--- src/rtl/memory_arbiter.sv ---
// Two-requester arbiter sharing one registered memory port between instruction
// fetch and data load/store, alternating grants so neither side starves.
module memory_arbiter #(
    parameter int ADDR_SIZE = 64,
    parameter int DATA_SIZE = 64,
    parameter int BYTE_NUM  = DATA_SIZE / 8
) (
    input  logic                 clock,
    input  logic                 reset,
    input  logic                 inst_rd_en,
    input  logic [ADDR_SIZE-1:0] inst_addr,
    output logic [DATA_SIZE-1:0] inst_rd_data,
    output logic                 inst_ack,
    input  logic                 data_rd_en,
    input  logic                 data_wr_en,
    input  logic [ADDR_SIZE-1:0] data_addr,
    input  logic [DATA_SIZE-1:0] data_wr_data,
    input  logic [BYTE_NUM-1:0]  data_byte_en,
    output logic [DATA_SIZE-1:0] data_rd_data,
    output logic                 data_ack,
    output logic                 mem_rd_en,
    output logic                 mem_wr_en,
    output logic [ADDR_SIZE-1:0] mem_addr,
    output logic [DATA_SIZE-1:0] mem_wr_data,
    output logic [BYTE_NUM-1:0]  mem_byte_en,
    input  logic [DATA_SIZE-1:0] mem_rd_data,
    input  logic                 mem_ack
);

    typedef enum logic [1:0] {
        ST_IDLE,
        ST_SERVE_INST,
        ST_SERVE_DATA
    } state_e;

    typedef enum logic {
        SRC_INST = 1'b0,
        SRC_DATA = 1'b1
    } src_e;

    state_e               state_q, state_d;
    src_e                 last_served_q, last_served_d;
    logic                 mem_rd_en_q, mem_rd_en_d;
    logic                 mem_wr_en_q, mem_wr_en_d;
    logic [ADDR_SIZE-1:0] mem_addr_q, mem_addr_d;
    logic [DATA_SIZE-1:0] mem_wr_data_q, mem_wr_data_d;
    logic [BYTE_NUM-1:0]  mem_byte_en_q, mem_byte_en_d;

    logic inst_pend, data_pend;
    logic grant_inst, grant_data;

    assign inst_pend = inst_rd_en;
    assign data_pend = data_rd_en | data_wr_en;

    always_comb begin
        // NOTE: every signal gets a default first so no path leaves it unassigned (no latch).
        state_d       = state_q;
        last_served_d = last_served_q;
        mem_rd_en_d   = mem_rd_en_q;
        mem_wr_en_d   = mem_wr_en_q;
        mem_addr_d    = mem_addr_q;
        mem_wr_data_d = mem_wr_data_q;
        mem_byte_en_d = mem_byte_en_q;
        grant_inst    = 1'b0;
        grant_data    = 1'b0;

        case (state_q)
            ST_IDLE: begin
                if (inst_pend && data_pend) begin
                    if (last_served_q == SRC_INST) grant_data = 1'b1;
                    else                           grant_inst = 1'b1;
                end else if (data_pend) begin
                    grant_data = 1'b1;
                end else if (inst_pend) begin
                    grant_inst = 1'b1;
                end
            end
            // On completion only the other side is eligible; its request is handed over with no gap.
            ST_SERVE_INST: begin
                if (mem_ack) begin
                    if (data_pend) begin
                        grant_data = 1'b1;
                    end else begin
                        state_d     = ST_IDLE;
                        mem_rd_en_d = 1'b0;
                        mem_wr_en_d = 1'b0;
                    end
                end
            end
            ST_SERVE_DATA: begin
                if (mem_ack) begin
                    if (inst_pend) begin
                        grant_inst = 1'b1;
                    end else begin
                        state_d     = ST_IDLE;
                        mem_rd_en_d = 1'b0;
                        mem_wr_en_d = 1'b0;
                    end
                end
            end
            default: state_d = ST_IDLE;
        endcase

        if (grant_inst) begin
            state_d       = ST_SERVE_INST;
            last_served_d = SRC_INST;
            mem_rd_en_d   = 1'b1;
            mem_wr_en_d   = 1'b0;
            mem_addr_d    = inst_addr;
            mem_byte_en_d = '1;
        end
        if (grant_data) begin
            state_d       = ST_SERVE_DATA;
            last_served_d = SRC_DATA;
            mem_rd_en_d   = data_rd_en;
            mem_wr_en_d   = data_wr_en;
            mem_addr_d    = data_addr;
            mem_wr_data_d = data_wr_data;
            mem_byte_en_d = data_byte_en;
        end
    end

    // NOTE: sequential state uses non-blocking assignments so all flops update together.
    always_ff @(posedge clock or posedge reset) begin
        if (reset) begin
            state_q       <= ST_IDLE;
            last_served_q <= SRC_INST;
            mem_rd_en_q   <= 1'b0;
            mem_wr_en_q   <= 1'b0;
            mem_addr_q    <= '0;
            mem_wr_data_q <= '0;
            mem_byte_en_q <= '0;
        end else begin
            state_q       <= state_d;
            last_served_q <= last_served_d;
            mem_rd_en_q   <= mem_rd_en_d;
            mem_wr_en_q   <= mem_wr_en_d;
            mem_addr_q    <= mem_addr_d;
            mem_wr_data_q <= mem_wr_data_d;
            mem_byte_en_q <= mem_byte_en_d;
        end
    end

    assign mem_rd_en    = mem_rd_en_q;
    assign mem_wr_en    = mem_wr_en_q;
    assign mem_addr     = mem_addr_q;
    assign mem_wr_data  = mem_wr_data_q;
    assign mem_byte_en  = mem_byte_en_q;

    assign inst_ack     = (state_q == ST_SERVE_INST) && mem_ack;
    assign data_ack     = (state_q == ST_SERVE_DATA) && mem_ack;
    assign inst_rd_data = (state_q == ST_SERVE_INST) ? mem_rd_data : '0;
    assign data_rd_data = (state_q == ST_SERVE_DATA) ? mem_rd_data : '0;

endmodule

--- config.mk ---
export PLATFORM = sky130hd
export DESIGN_NAME = memory_arbiter
export DESIGN_NICKNAME = d
export VERILOG_FILES = /design/src/rtl/memory_arbiter.sv
export SDC_FILE = /design/constraint.sdc
export NUM_CORES = 1
export LEC_CHECK = 0
export BUFFER_PORTS_ARGS = -buffer_cell sky130_fd_sc_hd__buf_2
export CORE_AREA = 5 5 205 207
export CTS_CLUSTER_SIZE = 24
export DETAILED_ROUTE_END_ITERATION = 10
export DIE_AREA = 0 0 210 212
export GPL_TIMING_DRIVEN = 0
export PLACE_DENSITY_LB_ADDON = 0.25
export SYNTH_ARGS = -nofsm -noshare
export SYNTH_HDL_FRONTEND = slang
export SYNTH_SLANG_ARGS = --single-unit
--- constraint.sdc ---
create_clock -name clock -period 9.3 [get_ports clock]
set_input_delay 0.465 -clock clock [delete_from_list [all_inputs] [get_ports clock]]
set_output_delay 0.465 -clock clock [all_outputs]
set_load 0.05 [all_outputs]
==> run_results.csv <==
group,metric,value,unit
status,status,"finished clean",
clock_network,cts_num_sinks,141,
synth,post_synth_mux_area_share,0.194,
critical_path,setup.worst_path.end_class,"output pin",
pwr,combinationalPowerShare,0.652,
floorplanning,rows,74,
placed_design,place_ws,6840,ps
hold_path,hold_class,"input port to asynchronous set/reset pin",
floorplanning,die_h,212,um
sta,skew,13.1,ps
synth,synthAdderAreaFrac,0.00523,
pwr,max-vdd-ir-drop,0.127,mV
global_routing,grt_start_max_net_pins,83,
sta,min_clock_period_post_route,2910,ps
sta,timing_max_transition_violations_final,0,
synth,avgSynthCellArea,11.7,sq um
drt,detail_route.wirelength,34200,um
synth,dominant_combinational_cell_family_by_area_after_synthesis,"multiplexers",
placed_design,place.detailed.hpwl,28800,um
pwr,p_int,2.26,mW
synth,postSynthRegisterBits,141,
clock_network,path_clk_slew,70,ps
synth,synth_cell_type_count,29,
drt,avg_wl_per_cell,19.8,um
critical_path,r2r_end,"mem_addr[55]$_DFFE_PP0P_",
sta,max_slew_headroom_at_the_worst_pin,0.362,
drt,firstDrtPassIters,4,
critical_path,cp.required,8840,ps
floorplanning,initial_utilization,0.178,
pwr,power,5.13,mW
drt,routed.top_layer,"met5",
clock_network,cts_tree,"yes",
critical_path,critical_path_peak_fanout,10,
clock_network,h-tree-depth,4,
finish,final_core_util,0.279,
sta,timing_worst_slew_pin_value,958,ps
drt,routed-wl-met3,2920,um
clock_network,clk-insertion-delay-late,440,ps
global_routing,grt_pass1_vias,7364,
finish,drive_above_1_share,0.613,
finish,layout.nets,1443,
synth,synthesis.area,7170,sq um
finish,multiInputGateArea,3240,sq um
global_routing,antenna_found_initial,29,
clock_network,cts.repair_timing.setup_buffer_count,0,
critical_path,timing.reg2reg.setup_slack,6950,ps
drt,route.met2.wl,18000,um
finish,layout.filler_cells,4412,
drt,detailroute.via_count,6804,
pwr,clockPowerShare,0.138,
drt,detail_route.iter0.violations,229,
sta,timing.final.setup_violations,0,
clock_network,ctsHoldBuffers,0,
job,max_cap_viol_count,0,
pwr,power.share.switching,0.559,
sta,timing.final.ws_setup,6390,ps
global_routing,grt_pass1_wl,47800,um
placed_design,globalplace.congestion,0.942,
drt,met1Wirelength,11700,um
global_routing,global_route_usage_over_all_layers,0.147,
drt,detail_route.drc_violations,0,
critical_path,critPathLaunchType,"register",
finish,final-seq-area,3530,sq um
clock_network,cts-root-buf,"sky130_fd_sc_hd__clkbuf_16",
sta,finalCritPeriodShare,0.313,
sta,grt_setup_unrepaired,"false",
clock_network,postCtsResizedCells,0,
synth,post_synth_inst_count,613,
sta,maxClockFrequency,344,MHz
drt,drtAntennaViolNets,0,
finish,area.growth.synth_to_final,56.1,%
synth,synthXorXnorAreaFrac,0,
critical_path,r2r_cells,8,
floorplanning,fp.dieArea,44500,sq um
clock_network,clk_path_buf_depth,2,
pwr,seq_power_share,0.209,
synth,synth_fp_nets,886,
global_routing,grt_overflow_total,0,
critical_path,worstPathArrival,2450,ps
synth,compound_gate_fraction_of_synth_area,0.101,
pwr,power.leakage,5.64,nW
clock_network,numCtsBuffers,17,
critical_path,regToRegStartpoint,"state_q[0]$_DFFE_PP0P_",
pwr,pwr_density_cell,458,nW/um^2
floorplanning,core-area,40200,sq um
pwr,switchingPower,2.87,mW
sta,setup-tns-final,0,ps
sta,timing.final.hold_violations,0,
synth,yosysWarnings,0,
drt,via_per_inst,3.93,
placed_design,quantity_of_i_o_buffers_inserted_on_ports,537,
floorplanning,fp.dieW,210,um
synth,synth.yosys.seq_area_share,0.492,
synth,synth_simple_gate_area_frac,0.152,
critical_path,ws_path_type,"register to output pin",
floorplanning,ioPinCount,538,
## cell type report
class                      instances  share of cell area
timing repair buffer             538               0.243
buffer                            44              0.0335
clock buffer                      17              0.0380
multi-input combinational        422               0.290
antenna                           16             0.00358
sequential                       141               0.315
tap                              532              0.0595
clock inverter                    15              0.0155
inverter                           6             0.00246
## worst max-delay path, stage by stage, from the launching register on
cell,delay [ps]
sky130_fd_sc_hd__dfrtp_1,390
sky130_fd_sc_hd__inv_1,100
sky130_fd_sc_hd__ha_1,230
sky130_fd_sc_hd__clkbuf_1,350
sky130_fd_sc_hd__clkbuf_1,360
sky130_fd_sc_hd__and2_1,290
sky130_fd_sc_hd__buf_2,300
## routing by layer
metal  vias to the layer above  GRT usage
met2                       364      0.270
li1                       3199          -
met3                        65     0.0559
met5                         -          0
met1                      3170      0.144
met4                         6     0.0740
## worst max-delay path by stage
stage | cells past startpoint | start | slack, ps | end
global placement | 2 | reset | 2970 | mem_addr[23]$_DFFE_PP0P_
detailed placement | 6 | state_q[1]$_DFFE_PP0P_ | 6840 | inst_rd_data[24]
finish | 6 | state_q[1]$_DFFE_PP0P_ | 6390 | inst_rd_data[24]
floorplan | 1 | reset | 5050 | last_served_q$_DFFE_PP0P_
global route | 6 | state_q[1]$_DFFE_PP0P_ | 6180 | inst_rd_data[24]
CTS | 6 | state_q[1]$_DFFE_PP0P_ | 6330 | inst_rd_data[24]
## Yosys cell counts
master	n	area share
sky130_fd_sc_hd__a21bo_2	1	0.0014
sky130_fd_sc_hd__a21bo_4	1	0.0023
sky130_fd_sc_hd__a21oi_1	14	0.0098
sky130_fd_sc_hd__a21oi_2	52	0.064
sky130_fd_sc_hd__a21oi_4	1	0.0023
sky130_fd_sc_hd__a22o_1	2	0.0024
sky130_fd_sc_hd__a2bb2oi_2	2	0.0042
sky130_fd_sc_hd__and2_1	129	0.11
sky130_fd_sc_hd__and2_2	1	0.0010
sky130_fd_sc_hd__buf_12	8	0.022
sky130_fd_sc_hd__buf_2	15	0.010
sky130_fd_sc_hd__buf_8	1	0.0021
sky130_fd_sc_hd__clkbuf_1	15	0.0079
sky130_fd_sc_hd__clkbuf_8	5	0.0096
sky130_fd_sc_hd__dfrtp_1	141	0.49
sky130_fd_sc_hd__ha_1	3	0.0052
sky130_fd_sc_hd__inv_1	6	0.0031
sky130_fd_sc_hd__mux2_2	65	0.10
sky130_fd_sc_hd__mux2i_1	66	0.092
sky130_fd_sc_hd__nand2_1	4	0.0021
sky130_fd_sc_hd__nand3_1	2	0.0014
sky130_fd_sc_hd__nor2_1	65	0.034
sky130_fd_sc_hd__o211ai_1	1	0.0010
sky130_fd_sc_hd__o21ai_0	1	0.00070
sky130_fd_sc_hd__o21bai_1	1	0.0010
sky130_fd_sc_hd__o22a_1	8	0.0098
sky130_fd_sc_hd__o2bb2ai_1	1	0.0012
sky130_fd_sc_hd__o31a_2	1	0.0014
sky130_fd_sc_hd__or2_2	1	0.00087
## cells in the final DEF, fill, tap and decap left out, types with 8 or more instances in the layout
master                      count
sky130_fd_sc_hd__a21oi_2       52
sky130_fd_sc_hd__o22a_1         8
sky130_fd_sc_hd__a21oi_1       14
sky130_fd_sc_hd__and2_1       129
sky130_fd_sc_hd__nor2_1        65
sky130_fd_sc_hd__clkbuf_16     17
sky130_fd_sc_hd__clkbuf_1      15
sky130_fd_sc_hd__buf_2        552
sky130_fd_sc_hd__dfrtp_1      141
sky130_fd_sc_hd__inv_6          8
sky130_fd_sc_hd__buf_12         8
sky130_fd_sc_hd__mux2_2        65
sky130_fd_sc_hd__diode_2       16
sky130_fd_sc_hd__mux2i_1       66
## power groups by stage
| stage | sequential (mW) | clock, mW | combinational [mW] |
|---|---|---|---|
| detailed placement | 1.09 | 0 | 3.40 |
| global placement | 1.08 | 0 | 3.40 |
| finish | 1.07 | 0.709 | 3.35 |
| global route | 1.12 | 0.764 | 3.53 |
| CTS | 1.08 | 0.742 | 3.40 |
| floorplan | 2.17 | 0 | 1.46 |
## registers in the layout (all words and copies together) (netlist names)
name	flops
mem_wr_en	1
mem_addr	64
last_served_q	1
mem_byte_en	8
mem_wr_data	64
state_q	2
mem_rd_en	1
## cells by family (layout without fill, tap and decap cells)
kind of cell    count (synthesis)  after routing
compound gates                 86             86
fa+ha+maj                       3              3
buf+inv                        50            620
flops                         141            141
mux                           131            131
other cells                     0             16
simple gates                  202            202
## through the flow
step	cells	area, sq um	hold WS (ps)
6_report	1731	11200	100
5_1_grt	1727	11200	127
3_3_place_gp	1682	10500	468
4_1_cts	1715	11200	99.3
2_1_floorplan	613	7170	507
3_5_place_dp	1683	10600	476
Power figures use the tool's default switching activity.
